$ cat config.mk
export PLATFORM = sky130hd
export DESIGN_NAME = bmp_pix_unpack
export DESIGN_NICKNAME = d
export VERILOG_FILES = /design/src/rtl/bmp_pkg.sv /design/src/rtl/bmp_pix_unpack.sv
export SDC_FILE = /design/constraint.sdc
export NUM_CORES = 1
export LEC_CHECK = 0
export ABC_AREA = 1
export BUFFER_PORTS_ARGS = -buffer_cell sky130_fd_sc_hd__clkbuf_2
export CORE_MARGIN = 3
export CORE_UTILIZATION = 60
export CTS_BUF_LIST = sky130_fd_sc_hd__clkbuf_4
export DETAILED_ROUTE_END_ITERATION = 8
export PLACE_DENSITY = 0.9
export SYNTH_ARGS = -nofsm -noshare
export SYNTH_HDL_FRONTEND = slang
export SYNTH_SLANG_ARGS = --single-unit
$ cat constraint.sdc
create_clock -name p_in_clk -period 13.4 [get_ports p_in_clk]
set_clock_uncertainty 0.15 [all_clocks]
set_input_delay 2.68 -clock p_in_clk [delete_from_list [all_inputs] [get_ports p_in_clk]]
set_output_delay 2.68 -clock p_in_clk [all_outputs]
set_load 0.02 [all_outputs]
$ cat src/rtl/bmp_pkg.sv
// Shared definitions for the BMP pixel-array unpacker: BitCount codes,
// controller state encoding and the row padding helper.
package bmp_pkg;

  localparam logic [5:0] BC_8  = 6'd8;
  localparam logic [5:0] BC_24 = 6'd24;
  localparam logic [5:0] BC_32 = 6'd32;

  typedef enum logic [1:0] {
    ST_IDLE = 2'd0,
    ST_RUN  = 2'd1,
    ST_PAD  = 2'd2,
    ST_DONE = 2'd3
  } bmp_state_t;

  // Rows are stored padded to a multiple of 4 bytes; only the low two bits
  // of the row byte count decide how many filler bytes follow.
  function automatic logic [1:0] bmp_row_pad(input logic [31:0] w, input logic [2:0] bpb);
    logic [33:0] row_bytes;
    row_bytes = {2'b00, w} * {31'd0, bpb};
    return 2'((34'd4 - (row_bytes % 34'd4)) % 34'd4);
  endfunction

endpackage

$ cat src/rtl/bmp_pix_unpack.sv
// Unpacks a raw BMP pixel-array byte stream into whole BGR/BGRA/index pixels,
// dropping row padding and tagging SOF/EOL/EOF with the image row index.
module bmp_pix_unpack
  import bmp_pkg::*;
#(
  parameter int MAX_W     = 4096,
  parameter int MAX_H     = 4096,
  parameter bit BOTTOM_UP = 1'b1,
  localparam int WW = $clog2(MAX_W + 1),
  localparam int HW = $clog2(MAX_H + 1),
  localparam int YW = (MAX_H > 1) ? $clog2(MAX_H) : 1
) (
  input  logic          p_in_clk,
  input  logic          p_in_rst,
  input  logic          p_in_start,
  input  logic [WW-1:0] p_in_cfg_w,
  input  logic [HW-1:0] p_in_cfg_h,
  input  logic [5:0]    p_in_cfg_bc,
  input  logic [7:0]    p_in_byte,
  input  logic          p_in_byte_vld,
  output logic          p_out_byte_rdy,
  output logic [31:0]   p_out_pix,
  output logic          p_out_pix_vld,
  input  logic          p_in_pix_rdy,
  output logic          p_out_sof,
  output logic          p_out_eol,
  output logic          p_out_eof,
  output logic [YW-1:0] p_out_y,
  output logic          p_out_busy,
  output logic          p_out_done,
  output logic          p_out_err,
  output logic [1:0]    p_out_dbg_state
);

  bmp_state_t    state, state_nxt;
  logic [WW-1:0] w_q, x_q;
  logic [HW-1:0] h_q, row_q;
  logic [2:0]    bpb_q;
  logic [1:0]    slot_q, pad_q, pad_cnt_q;
  logic [23:0]   acc_q;
  logic [31:0]   pix_new;

  logic cfg_ok, start_ok, start_bad;
  logic completing, byte_acc, load, drain, pad_acc;
  logic row_end, last_row, pad_last, done_go;

  // Both handshakes are valid/ready: a beat moves on a clock edge where valid
  // and ready are both high; valid never waits on ready, and a presented beat
  // stays stable until it moves.
  assign cfg_ok    = ((p_in_cfg_bc == BC_8) || (p_in_cfg_bc == BC_24) || (p_in_cfg_bc == BC_32))
                     && (p_in_cfg_w != '0) && (p_in_cfg_h != '0);
  assign start_ok  = (state == ST_IDLE) && p_in_start && cfg_ok;
  assign start_bad = (state == ST_IDLE) && p_in_start && !cfg_ok;

  assign completing = (slot_q == 2'(bpb_q - 3'd1));
  assign row_end    = (x_q == w_q - WW'(1));
  assign last_row   = (row_q == h_q - HW'(1));
  assign pad_last   = (pad_cnt_q == pad_q - 2'd1);
  assign drain      = p_out_pix_vld && p_in_pix_rdy;

  // A completing byte may enter only if the output register is empty or is
  // being drained on the same edge.
  assign p_out_byte_rdy = ((state == ST_RUN) && !(completing && p_out_pix_vld && !p_in_pix_rdy))
                          || (state == ST_PAD);
  assign byte_acc = p_in_byte_vld && p_out_byte_rdy;
  assign load     = byte_acc && (state == ST_RUN) && completing;
  assign pad_acc  = byte_acc && (state == ST_PAD);
  assign done_go  = (state == ST_DONE) && (!p_out_pix_vld || p_in_pix_rdy);

  assign p_out_busy      = (state != ST_IDLE);
  assign p_out_dbg_state = state;

  always_comb begin
    pix_new = {p_in_byte, acc_q};
    case (bpb_q)
      3'd1:    pix_new = {24'd0, p_in_byte};
      3'd3:    pix_new = {8'd0, p_in_byte, acc_q[15:0]};
      default: pix_new = {p_in_byte, acc_q};
    endcase
  end

  always_ff @(posedge p_in_clk or posedge p_in_rst) begin
    if (p_in_rst) state <= ST_IDLE;
    else          state <= state_nxt;
  end

  always_comb begin
    state_nxt = state;
    case (state)
      ST_IDLE: if (start_ok) state_nxt = ST_RUN;
      ST_RUN: begin
        if (load && row_end) begin
          if (pad_q != 2'd0) state_nxt = ST_PAD;
          else if (last_row) state_nxt = ST_DONE;
        end
      end
      ST_PAD:  if (pad_acc && pad_last) state_nxt = last_row ? ST_DONE : ST_RUN;
      ST_DONE: if (done_go) state_nxt = ST_IDLE;
      default: state_nxt = ST_IDLE;
    endcase
  end

  always_ff @(posedge p_in_clk or posedge p_in_rst) begin
    if (p_in_rst) begin
      w_q           <= '0;
      h_q           <= '0;
      bpb_q         <= '0;
      pad_q         <= '0;
      x_q           <= '0;
      row_q         <= '0;
      slot_q        <= '0;
      pad_cnt_q     <= '0;
      acc_q         <= '0;
      p_out_pix     <= '0;
      p_out_pix_vld <= 1'b0;
      p_out_sof     <= 1'b0;
      p_out_eol     <= 1'b0;
      p_out_eof     <= 1'b0;
      p_out_y       <= '0;
      p_out_done    <= 1'b0;
      p_out_err     <= 1'b0;
    end else begin
      p_out_err  <= start_bad;
      p_out_done <= done_go;

      if (start_ok) begin
        w_q       <= p_in_cfg_w;
        h_q       <= p_in_cfg_h;
        bpb_q     <= p_in_cfg_bc[5:3];
        pad_q     <= bmp_row_pad(32'(p_in_cfg_w), p_in_cfg_bc[5:3]);
        x_q       <= '0;
        row_q     <= '0;
        slot_q    <= '0;
        pad_cnt_q <= '0;
      end

      if (byte_acc && (state == ST_RUN)) begin
        case (slot_q)
          2'd0:    acc_q[7:0]   <= p_in_byte;
          2'd1:    acc_q[15:8]  <= p_in_byte;
          2'd2:    acc_q[23:16] <= p_in_byte;
          default: ;
        endcase
        slot_q <= completing ? 2'd0 : slot_q + 2'd1;
      end

      if (load) begin
        if (row_end) begin
          x_q <= '0;
          if ((pad_q == 2'd0) && !last_row) row_q <= row_q + HW'(1);
        end else begin
          x_q <= x_q + WW'(1);
        end
      end

      if (pad_acc) begin
        pad_cnt_q <= pad_last ? 2'd0 : pad_cnt_q + 2'd1;
        if (pad_last && !last_row) row_q <= row_q + HW'(1);
      end

      // Output register: a load wins over a drain, giving back-to-back pixels.
      if (load) begin
        p_out_pix     <= pix_new;
        p_out_pix_vld <= 1'b1;
        p_out_sof     <= (x_q == '0) && (row_q == '0);
        p_out_eol     <= row_end;
        p_out_eof     <= row_end && last_row;
        p_out_y       <= YW'(BOTTOM_UP ? (h_q - row_q - HW'(1)) : row_q);
      end else if (drain) begin
        p_out_pix_vld <= 1'b0;
      end
    end
  end

endmodule
* Word-level counts from Yosys, hierarchy flattened
Index checks and enable logic that the tools add are counted.
Operators by class: multiplexer cells 25, reductions and logical operators 46, equal/unequal tests 19, $add $sub $neg 11, multiply operators 1, divide/modulo/power cells 0, $lt $le $gt $ge 0, shifts and indexed selects 0, bitwise gates (word level) 0
Operators with widths (count):
- 13-bit 2-to-1 mux | 9
- 32-bit case mux with 2 select lines | 1
- 13-bit by 1-bit adder with 13-bit output (second input constant) | 2
- 13-bit == test | 2
- 13-bit logical NOT | 2
- 13-bit nonzero test | 2
- 13-bit by 1-bit subtractor with 13-bit output (second input constant) | 2
- 2-bit 2-to-1 mux | 12
- 1-bit logical AND | 20
- 13-bit by 3-bit multiplier with 2-bit output | 1
- 2-bit nonzero test | 6
- 12-bit by 1-bit subtractor with 12-bit output (second input constant) | 1
- 12-bit subtractor | 1
- 2-bit case mux with 4 select lines | 1
- 2-bit == test (second input constant) | 3
- 6-bit by 4-bit == test with 1-bit output (second input constant) | 1
- 6-bit by 5-bit == test with 1-bit output (second input constant) | 1
- 6-bit == test (second input constant) | 1
- 2-bit logical NOT | 3
- 2-bit AND reduction | 3
- 1-bit logical NOT | 5
- 5-bit AND reduction | 1
- 2-bit by 1-bit adder with 2-bit output (second input constant) | 2
- 2-bit by 1-bit == test with 1-bit output (second input constant) | 2
- other kinds (10) | 18
Word-level totals: word-level logic and storage cells 122, bits in latches 0, memory bits (read-only) 0, output and inout bits 54, memories 0, input bits 45, memory bits (writable) 0, flip-flop bits (word level) 137

* Longest topological paths before layout
word-level depth 13, depth in mapped cells 18, mapped depth without buffers 17

* Least setup slack after synthesis
Ideal clock, no wire load.
path type input-to-output, start input p_in_pix_rdy, end output p_out_byte_rdy, stages 4, data required time 10.570 ns, data arrival time 3.172 ns, buffers on the path 0, path slack 7.398 ns, cells stage by stage nor2_1 > inv_1 > o21ai_1 > nand2_1
Between the ends: longest elaborated chain between the ends 5
Ends and longest elaborated chain:
- from (decl) | line bmp_pix_unpack.sv:24 | input logic p_in_pix_rdy,
- 1-bit logical NOT | line bmp_pix_unpack.sv:63 | assign p_out_byte_rdy = ((state == ST_RUN) && !(completing && p_out_pix_vld && !p_in_pix_rdy))
- 1-bit logical AND | line bmp_pix_unpack.sv:63
- 1-bit logical NOT | line bmp_pix_unpack.sv:63
- 1-bit logical AND | line bmp_pix_unpack.sv:63
- 1-bit logical OR | line bmp_pix_unpack.sv:64 | || (state == ST_PAD);
- to (decl) | line bmp_pix_unpack.sv:21 | output logic p_out_byte_rdy,
Every way passes these cells.

* Worst setup path after layout
Ends and elaborated chain as after synthesis.

==> impl_results.md <==
- Critical path class: in2out
- Initial Utilization: between 60% and 70%
- CTS Hold Bufs: 0
- Simple-gate portion of the synthesized area: 29.69%
- Layout cells sized above 1: around 17%
- Crit path top cell by count: clkbuf_2
- Initial antenna violation count: 0
- Setup ws final: ~7000 ps
- Most frequent cells in the layout: nand2_1 (302), dfrtp_1 (137), inv_1 (127)
- Max cap viols: 0
- Dpl hpwl: between 10,000 and 15,000 um
- Drc violations: 0
- Ys async rst share: 100.0%
- Final Setup Violations: 0
- Tot GR Track Use: around 28%
- Vias/cell: roughly 5.5
- Compound-Gate Fraction of Synth Area: 10.86%
- WP data required: between 10,000 and 15,000 ps
- Synth cell types: between 40 and 50
- Main combinational cell family by area after synthesis: simple AND/OR/NAND/NOR gates
- Antenna fix cells: 0
- I/O pin count: between 90 and 100
- Die width: between 100 and 150 um
- Ys flop type: dfrtp_1
- Worst Hold Class: reg2reg
- Sequential cell area fraction in the yosys report: about 42%
- Crit path cell chain: clkbuf_2, nor2_1, inv_1, o21ai_1, nand2_1, clkbuf_2
- Area Overhead vs Synth: 10.49%
- Drt total wl: slightly below 20,000 um
- Outcome: complete, no violations
- Setup WS pre-CTS: around 7200 ps
- Number of detailed-route iterations in the first pass: 6
- Routed Antenna Nets: 0
- Layout Utilization: around 69%
- Fin area: 8960 sq um
- Synthesized area per cell: 7.536 sq um
- Startpoint Class: primary input
- Power Dens Cells: between 200 and 250 nW/um^2
- Yosys warns: 0
- Largest net degree at the start of global routing: between 80 and 90
- Post-CTS sizing: 0
- Mapped Area: 8109 sq um
- Clk Latency, worst-skew pair: just under 600 ps
- Setup tns final: 0 ps
- Post-synthesis adder-cell area fraction: between 3 and 4%
- Core box area: between 10,000 and 15,000 sq um
- Vias: between 7,000 and 8,000
- CTS tree: built
- Mux cell area share after synthesis: 0%
- Buffers on Ports: 98
- Fmax: roughly 160 MHz
- Nets: ~1,200
- Slowest stage delay, CP: around 170 ps
- Number of enable flip-flop cells after synthesis: 0
- Arrival time worst endpoint: 3370 ps
- Register Area: 3428 sq um
- Clock buffer depth: 2
- CTS H-Tree Depth: 4
- Placer Congestion: ~0.93
- Fin. max-slew vios: 0
- Syn Inst Count: around 1,100
- Tmin final: just over 6000 ps
- Reg clk slew, reported paths: ~140 ps
- CP Max Fanout: 3
- Vias in the first global route: 6,835
- Die ar.: 14,950 sq um
- Most common cell after layout, fill and taps aside: nand2_1
- Total clock buffers created by CTS: 17
- Remaining global-route overflow: 0
- FF+latch count, synth: roughly 140
- RSZ-0062 raised after global routing: false
- Avg WL per Cell: about 15 um
- Row cnt: 41
- Chip Height: between 100 and 150 um
- Clock root cell: clkbuf_4
- Slew headroom: about a third
- Placed Area: around 8700 sq um
- Multi-input gate area: ~4000 sq um
- Maximum vdd drop: ~0.13 mV
- Worst setup EP type: output pin
- Hold Vio Cnt, Final: 0
- Synth Area in XOR/XNOR: under 10%
- # Post-CTS Setup Buffers: 0
- Crit-path slowest cell: o21ai_1
- Fillers: roughly 1,100
- Fin crit share: a little under half
- DRT iter0 DRCs: between 900 and 1,000
- First-pass GRT wire length: around 33,000 um
- Static Leak: 4.599 nW
- CTS sink cnt: around 140
- Synth Net Count: between 1,000 and 1,500
- Worst Tran Pin Value: 1013 ps
## critical path: cells and delay by family
kind                   cells  cell delay [ps]
AOI/OAI and AO/OA          1              170
buffers and inverters      3              330
and+or+nand+nor            2              200
## synth_stat cells (2+ instances only)
library cell | instances | area (sq um)
nand2_2 | 23 | 143.9
nor4_1 | 6 | 37.54
a31oi_1 | 3 | 18.77
nand3_1 | 75 | 375.4
buf_4 | 4 | 30.03
a21oi_1 | 12 | 60.06
xnor2_1 | 11 | 96.34
ha_1 | 23 | 287.8
dfrtp_1 | 137 | 3428
inv_1 | 128 | 480.5
nor2_4 | 6 | 67.56
nor2_1 | 79 | 296.5
o31ai_1 | 10 | 75.07
nand3_2 | 3 | 30.03
o211ai_1 | 2 | 15.01
inv_2 | 10 | 37.54
o21ai_1 | 3 | 15.01
buf_2 | 11 | 55.05
or2_1 | 2 | 12.51
nand2_4 | 3 | 33.78
a21o_1 | 2 | 15.01
nand4_1 | 12 | 75.07
clkbuf_1 | 11 | 41.29
o22ai_1 | 22 | 137.6
xor2_1 | 30 | 262.8
nor2_2 | 11 | 68.82
nor3_1 | 17 | 85.08
nand2_1 | 302 | 1134
clkinv_1 | 3 | 11.26
o21ai_0 | 100 | 500.5
## layer usage
metal	global-route usage (%)	wire (um)
met4	8.467	391
met2	45.69	9460
met3	5.668	1405
met5	0	0
met1	36.92	8551
## cell type report
| type | instances | area share, % |
|---|---|---|
| Clock buffer | 17 | 1.424 |
| Multi-Input combinational cell | 770 | 44.57 |
| Clock inverter | 15 | 1.648 |
| Inverter | 141 | 5.963 |
| Sequential cell | 137 | 38.26 |
| Timing Repair Buffer | 101 | 5.725 |
| Tap cell | 172 | 2.402 |
## per-stage QoR
stage | cells | hold WS [ps] | total power [W]
2_1_floorplan | 1076 | 318.3 | 0.001598
3_3_place_gp | 1321 | 311.4 | 0.001855
3_5_place_dp | 1321 | 316.1 | 0.001897
4_1_cts | 1353 | 348.8 | 0.002172
5_1_grt | 1353 | 371.8 | 0.002374
6_report | 1353 | 344.7 | 0.002180
## final timing paths
path | start | endpoint | cells past startpoint | slack (ps)
worst max-delay path | p_in_pix_rdy | p_out_byte_rdy | 6 | 7200
worst min-delay path | p_out_pix[3] | p_out_pix[3] | 2 | 340
worst max register to register | p_out_dbg_state[0] | pad_q[1] | 7 | 9780
worst min register to register | p_out_pix[3] | p_out_pix[3] | 2 | 340
max in group asynchronous | p_in_rst | acc_q[12] | 3 | 9820
min in group asynchronous | p_in_rst | w_q[4] | 2 | 2020
## cells by family (layout without fill, tap and decap cells)
logic type	count (synthesis)	in the layout
adders and majority gates	24	24
DFF	137	137
AOI/OAI and AO/OA	159	159
buffers and inverters	169	274
xor gates and xnor gates	43	43
and+or+nand+nor	544	544
## where the power goes
group | internal (W) | switching (W) | total [W]
clock | 0.0000845 | 0.000186 | 0.000270
combinational | 0.000409 | 0.000736 | 0.00114
sequential | 0.000598 | 0.000168 | 0.000766
## sequential cells by signal, indices dropped and copies added, names as in the netlist
| name | count |
|---|---|
| w_q | 13 |
| p_out_done | 1 |
| pad_cnt_q | 2 |
| p_out_y | 12 |
| p_out_err | 1 |
| row_q | 13 |
| p_out_eof | 1 |
| pad_q | 2 |
| slot_q | 2 |
| x_q | 13 |
| p_out_sof | 1 |
| bpb_q | 3 |
| p_out_pix_vld | 1 |
| p_out_eol | 1 |
| acc_q | 24 |
| p_out_dbg_state | 2 |
| p_out_pix | 32 |
| h_q | 13 |
No activity file was read; power rests on OpenSTA's default activity.
